### config.mk
export PLATFORM = sky130hd
export DESIGN_NAME = mac_dot_ctrl
export DESIGN_NICKNAME = d
export VERILOG_FILES = /design/src/rtl/mac_dot_ctrl.sv
export SDC_FILE = /design/constraint.sdc
export NUM_CORES = 1
export LEC_CHECK = 0
export CORE_AREA = 2 2 70 72
export CTS_BUF_LIST = sky130_fd_sc_hd__clkbuf_4
export DETAILED_ROUTE_END_ITERATION = 7
export DIE_AREA = 0 0 72 74
export PLACE_DENSITY = 0.85
export SLEW_MARGIN = 20
export SYNTH_ARGS = -nofsm -noshare
export SYNTH_HDL_FRONTEND = slang
export SYNTH_SLANG_ARGS = --single-unit
### constraint.sdc
create_clock -name clk_i -period 1.7 [get_ports clk_i]
set_input_delay 0.255 -clock clk_i [delete_from_list [all_inputs] [get_ports clk_i]]
set_output_delay 0.255 -clock clk_i [all_outputs]
set_load 0.02 [all_outputs]
### src/rtl/mac_dot_ctrl.sv
// Fixed-length dot-product sequencer: clears the MAC, feeds len_p operand pairs,
// then parks the final sum in an output register with its own ready/valid handshake.
module mac_dot_ctrl #(
    parameter int unsigned int_in_p   = 1,
    parameter int unsigned frac_in_p  = 11,
    parameter int unsigned int_out_p  = 10,
    parameter int unsigned frac_out_p = 22,
    parameter int unsigned len_p      = 4
) (
    input  logic                              clk_i,
    input  logic                              reset_i,

    input  logic [int_in_p+frac_in_p-1:0]     a_i,
    input  logic [int_in_p+frac_in_p-1:0]     b_i,
    input  logic                              valid_i,
    output logic                              ready_o,

    output logic [int_out_p+frac_out_p-1:0]   data_o,
    output logic                              valid_o,
    input  logic                              ready_i,

    output logic                              mac_reset_o,
    output logic [int_in_p+frac_in_p-1:0]     mac_a_o,
    output logic [int_in_p+frac_in_p-1:0]     mac_b_o,
    output logic                              mac_valid_o,
    input  logic                              mac_ready_i,
    input  logic                              mac_valid_i,
    input  logic [int_out_p+frac_out_p-1:0]   mac_data_i,
    output logic                              mac_ready_o
);

    localparam int unsigned WOut = int_out_p + frac_out_p;
    localparam int unsigned CntW = (len_p > 1) ? $clog2(len_p) : 1;
    localparam logic [CntW-1:0] CntLast = CntW'(len_p - 1);

    typedef enum logic [1:0] {
        StClear,
        StFeed,
        StDrain
    } state_e;

    state_e            state_q, state_d;
    logic [CntW-1:0]   cnt_q, cnt_d;
    logic              valid_q, valid_d;
    logic [WOut-1:0]   data_q, data_d;

    logic              in_hs;
    logic              capture;

    // MAC valid is informational only; the sum is sampled a fixed cycle after the last handshake.
    logic              unused_mac_valid;
    assign unused_mac_valid = mac_valid_i;

    always_comb begin
        in_hs   = (state_q == StFeed) && valid_i && mac_ready_i;
        capture = (state_q == StDrain) && (!valid_q || ready_i);
    end

    always_comb begin
        state_d = state_q;
        cnt_d   = cnt_q;
        valid_d = valid_q;
        data_d  = data_q;

        unique case (state_q)
            StClear: begin
                state_d = StFeed;
                cnt_d   = '0;
            end
            StFeed: begin
                if (in_hs) begin
                    if (cnt_q == CntLast) begin
                        state_d = StDrain;
                        cnt_d   = '0;
                    end else begin
                        cnt_d = cnt_q + 1'b1;
                    end
                end
            end
            StDrain: begin
                if (capture) begin
                    state_d = StClear;
                end
            end
            default: begin
                state_d = StClear;
                cnt_d   = '0;
            end
        endcase

        // A fresh capture wins over consumption of the previous result.
        if (valid_q && ready_i) begin
            valid_d = 1'b0;
        end
        if (capture) begin
            valid_d = 1'b1;
            data_d  = mac_data_i;
        end
    end

    always_ff @(posedge clk_i) begin
        if (reset_i) begin
            state_q <= StClear;
            cnt_q   <= '0;
            valid_q <= 1'b0;
            data_q  <= '0;
        end else begin
            state_q <= state_d;
            cnt_q   <= cnt_d;
            valid_q <= valid_d;
            data_q  <= data_d;
        end
    end

    // Gate with reset so handshakes stay quiet while the state register is still undefined.
    assign ready_o     = !reset_i && (state_q == StFeed) && mac_ready_i;
    assign mac_valid_o = !reset_i && (state_q == StFeed) && valid_i;
    assign mac_reset_o = reset_i || (state_q == StClear);
    assign mac_a_o     = a_i;
    assign mac_b_o     = b_i;
    assign mac_ready_o = 1'b1;
    assign valid_o     = valid_q;
    assign data_o      = data_q;

endmodule

==> results.md <==
- The run finished with clean final reports.
- Once layout is done, the placed cells without fillers occupy around 0.0023 mm².
- After synthesis, the netlist uses 25 different library cells.
- The die is approximately 74 µm tall.
- After filler insertion, the fill cell instance count of the layout stands at between 400 and 500.
- The count of buffer and inverter cells on the critical path is 1.
- The area of the placeable core is around 0.0046 mm².
- For this run, the number of Yosys warnings is 0.
- The root buffer cell is sky130_fd_sc_hd__clkbuf_4.
- Yosys instantiated no cell more often than sky130_fd_sc_hd__dfxtp_1.
- In the global route stage, met3 resource usage came out at 0.0407.
- Before antenna repair, the detailed router went through 4 iterations.
- The initial utilization of the core area, before any placement, comes to 0.364.
- The final-stage net count is 313.
- The cell at the slowest stage of the critical path is sky130_fd_sc_hd__dfxtp_1.
- Routability-driven placement finished with a final weighted congestion of 0.735.
- The synthesis-to-layout area growth is 38.8%.
- The critical path startpoint is state_q[0].
- After technology mapping, the gate count stands at around 200.
- In this run the most critical hold path is launched from mac_data_i[9].
- Adding up every negative setup slack in the final design gives 0 ps.
- The actual slew at the worst max-slew pin is between 500 and 600 ps.
- Clock-pin slew was measured on the worst setup and hold paths at ~110 ps.
- The required time at the worst-slack endpoint is between 1000 and 1500 ps.
- The placed wire-length estimate is about 2900 µm.
- The number of pins exceeding their max-slew limit in the final report is 0.
- The peak fanout along the critical path is 5.
- The remaining global-route overflow is 0.
- The fraction of synthesized cell area taken by the top area cell type is 0.443.
- The maximum number of pins on one net before global-route repair is 34.
- The total vias in the final route is between 1500 and 2000.
- The number of max-cap violations is 0.
- After synthesis the netlist holds a flip-flop and latch count of 37.
- In this run the cell area measured after placement is between 0.002 and 0.0025 mm².
- The count of clock tree sinks is 37.
- The proportion of synthesized chip area in sequential cells is 0.443.
- The final core utilization is 0.505.
- The worst-case clock buffer depth is 2.
- After detailed routing, the total wire length is between 4000 and 5000 µm.
- The startpoint of the worst-slack reg-to-reg timing path is state_q[0].
- The nature of the critical path endpoint is an output port.
- The worst path needs approximately 1600 ps of the cycle, external delays included.
- The critical setup path kind is reg2out.
- After synthesis, the cell types taking the most area are sky130_fd_sc_hd__dfxtp_1 44%, sky130_fd_sc_hd__buf_4 12%, sky130_fd_sc_hd__a21oi_1 10%.
- At the worst endpoint, the arrival time is around 1400 ps.
- The share of cells above drive strength 1 is 0.0916.
- The total power divided by cell area is 626 mW/mm².
- The number of violations reported at the end of detailed-routing iteration 0 is 48.
- In the synthesized netlist the async set-or-reset flop fraction comes to 0.
- The total count of hold-check failures in the final report is 0.
- Counting cells, the worst reg-to-reg path comes to 4.
- By count the netlist is led by 37 x sky130_fd_sc_hd__dfxtp_1, 34 x sky130_fd_sc_hd__a21oi_1, 32 x sky130_fd_sc_hd__nand3_1, 32 x sky130_fd_sc_hd__o21ai_0, 27 x sky130_fd_sc_hd__buf_4.
- The average footprint of a synthesized cell is between 8 and 9 µm².
- In this run the most used layer during global routing was met2.
- The net count of the mapped netlist is 265.
- Across all hold checks on the routed design, the worst slack comes to 477 ps.
- The critical path ends at ready_o.
- The final antenna-violating net count is 0.
- The class of the worst hold path is in2reg.
- The leakage power total is 0.803 nW.
- The main flop type after synthesis is sky130_fd_sc_hd__dfxtp_1.
- Counting the buffers created by CTS gives 5.
- The clock latency on the worst-skew pair is between 300 and 400 ps.
- Setup repair after global routing left no endpoint under its margin.
- In this run the critical register-to-register path is captured at data_o[28].
- Traced cell by cell, the critical path runs through nor2b_4 -> and3b_1 -> dlygate4sd2_1.
- In the routed layout, each cell is associated on average with a via count of between 5 and 6.
- about 120 I/O pins were placed.
- The highest clock rate is 621 MHz.
- The ratio of final minimum period to clock period is 0.947.
- For this run, global-route usage on met1 was measured as 0.183.
- The first global-routing pass estimated between 6000 and 7000 µm of wire.
- The cell area after synthesis is approximately 0.0017 mm².
- After floorplanning, the core was divided into 25 placement rows.
- The total global-route track usage is 0.150.
- VDD sags by at most roughly 0.00036 V.
- The residual DRC count is 0.
- The critical path's top delay family is flip-flops.
- The floorplan step defined a die boundary enclosing roughly 0.0053 mm².
- The number of enable flip-flop cells after synthesis is 0.
- In this run the tool buffered the top-level ports with between 70 and 80 buffer cells.
- The number of buffers inserted by post-CTS setup repair is 0.
- The total setup violations reported at the end of the flow is 0.
- The horizontal extent of the die is between 70 and 80 µm.
- The setup slack of the worst register-to-register path is a little under 300 ps.
- The clock tree synthesis step divided the H-tree into 2 levels.
- The number of antenna diodes in the final layout is 0.
- In this run the number of cells on the critical path is 3.
- The type of origin of the critical path is a register.
- The via count of the first global-routing pass is 1402.
- The largest total area in the synthesized netlist belongs to sky130_fd_sc_hd__dfxtp_1.
- The routed wirelength normalized by instance count is approximately 13 µm.
- The clock tree skew after final layout is 3.32 ps.
- In this run the tightest slew margin relative to its limit is 0.621.
- The number of antenna violations at the first check in global routing is 0.
- The TritonCTS clock tree is yes.
- On the worst path, the slowest cell contributes a delay of roughly 350 ps.
- In the global route stage, met2 resource usage came out at 0.258.
==> repair_timing <==
action / CTS / global route
gates cloned: 0 / 0
gates resized for setup: 5 / 2
hold buffers: 0 / 0
endpoints found under the setup margin: 3 / 2
==> where the power goes <==
part / switching (mW) / total [mW] / internal [mW]
clock network: 0.278 / 0.451 / 0.174
registers: 0.00141 / 0.870 / 0.869
logic: 0.0423 / 0.132 / 0.0899
total: 0.321 / 1.45 / 1.13
==> placed cells by master, fill, tap and decap left out, drive strengths merged <==
cell type,n
nor3,2
dlygate4sd2,2
and2b,2
nand3,32
conb,1
clkbuf,7
o21ai,34
a22oi,1
nor2b,2
nand4,2
nor2,1
inv,1
clkdlybuf4s50,69
o21bai,1
dfxtp,37
and3b,2
nand2b,4
and4,1
nand2,1
clkinv,2
a21oi,34
buf,12
ha,1
==> flip-flops by register name, summed over array words and instances, names as in the netlist <==
signal and flops:
cnt_q 2, valid_o 1, state_q 2, data_o 32
==> cell families after synthesis <==
kind of cell | share of synthesized area
buffers and inverters | 0.172
AOI/OAI and AO/OA | 0.213
adders and majority gates | 0.00748
and+or+nand+nor | 0.162
other | 0.00224
DFF | 0.443
==> cell type report <==
cell class	instances	area [µm²]	share of cell area
clock buffer	6	45.0	0.0194
sequential	37	741	0.319
timing repair buffer	84	803	0.346
inverter	1	3.75	0.00162
tap	54	67.6	0.0291
multi-input combinational	121	651	0.280
clock inverter	2	10.0	0.00431
==> worst min-delay path: stages <==
cell                              delay (ps)
sky130_fd_sc_hd__clkdlybuf4s50_1         400
sky130_fd_sc_hd__nand3_1                  60
sky130_fd_sc_hd__a21oi_1                  50
==> worst min-delay path by stage <==
stage / cells past startpoint / to / slack [ps]
5_1_grt: 3 / data_o[18] / 470
3_3_place_gp: 2 / data_o[13] / 460
4_1_cts: 3 / data_o[6] / 460
2_1_floorplan: 2 / cnt_q[0] / 400
3_5_place_dp: 2 / data_o[12] / 470
6_report: 3 / data_o[9] / 480
==> stage by stage <==
stage / setup slack (ps) / power (mW) / instances
4_1_cts: 20.1 / 1.48 / 305
3_3_place_gp: -139 / 1.02 / 297
2_1_floorplan: 521 / 1.00 / 202
6_report: 89.4 / 1.45 / 305
5_1_grt: 22.3 / 1.52 / 305
3_5_place_dp: -162 / 1.02 / 297
==> metal layers <==
layer,vias up,share of wire,routed length (µm)
met5,-,0,0
met4,0,0.0091,37
met3,8,0.078,316
met2,60,0.48,1940
met1,711,0.43,1760
li1,776,-,-
Note: power is estimated with default switching activity, not from simulation.
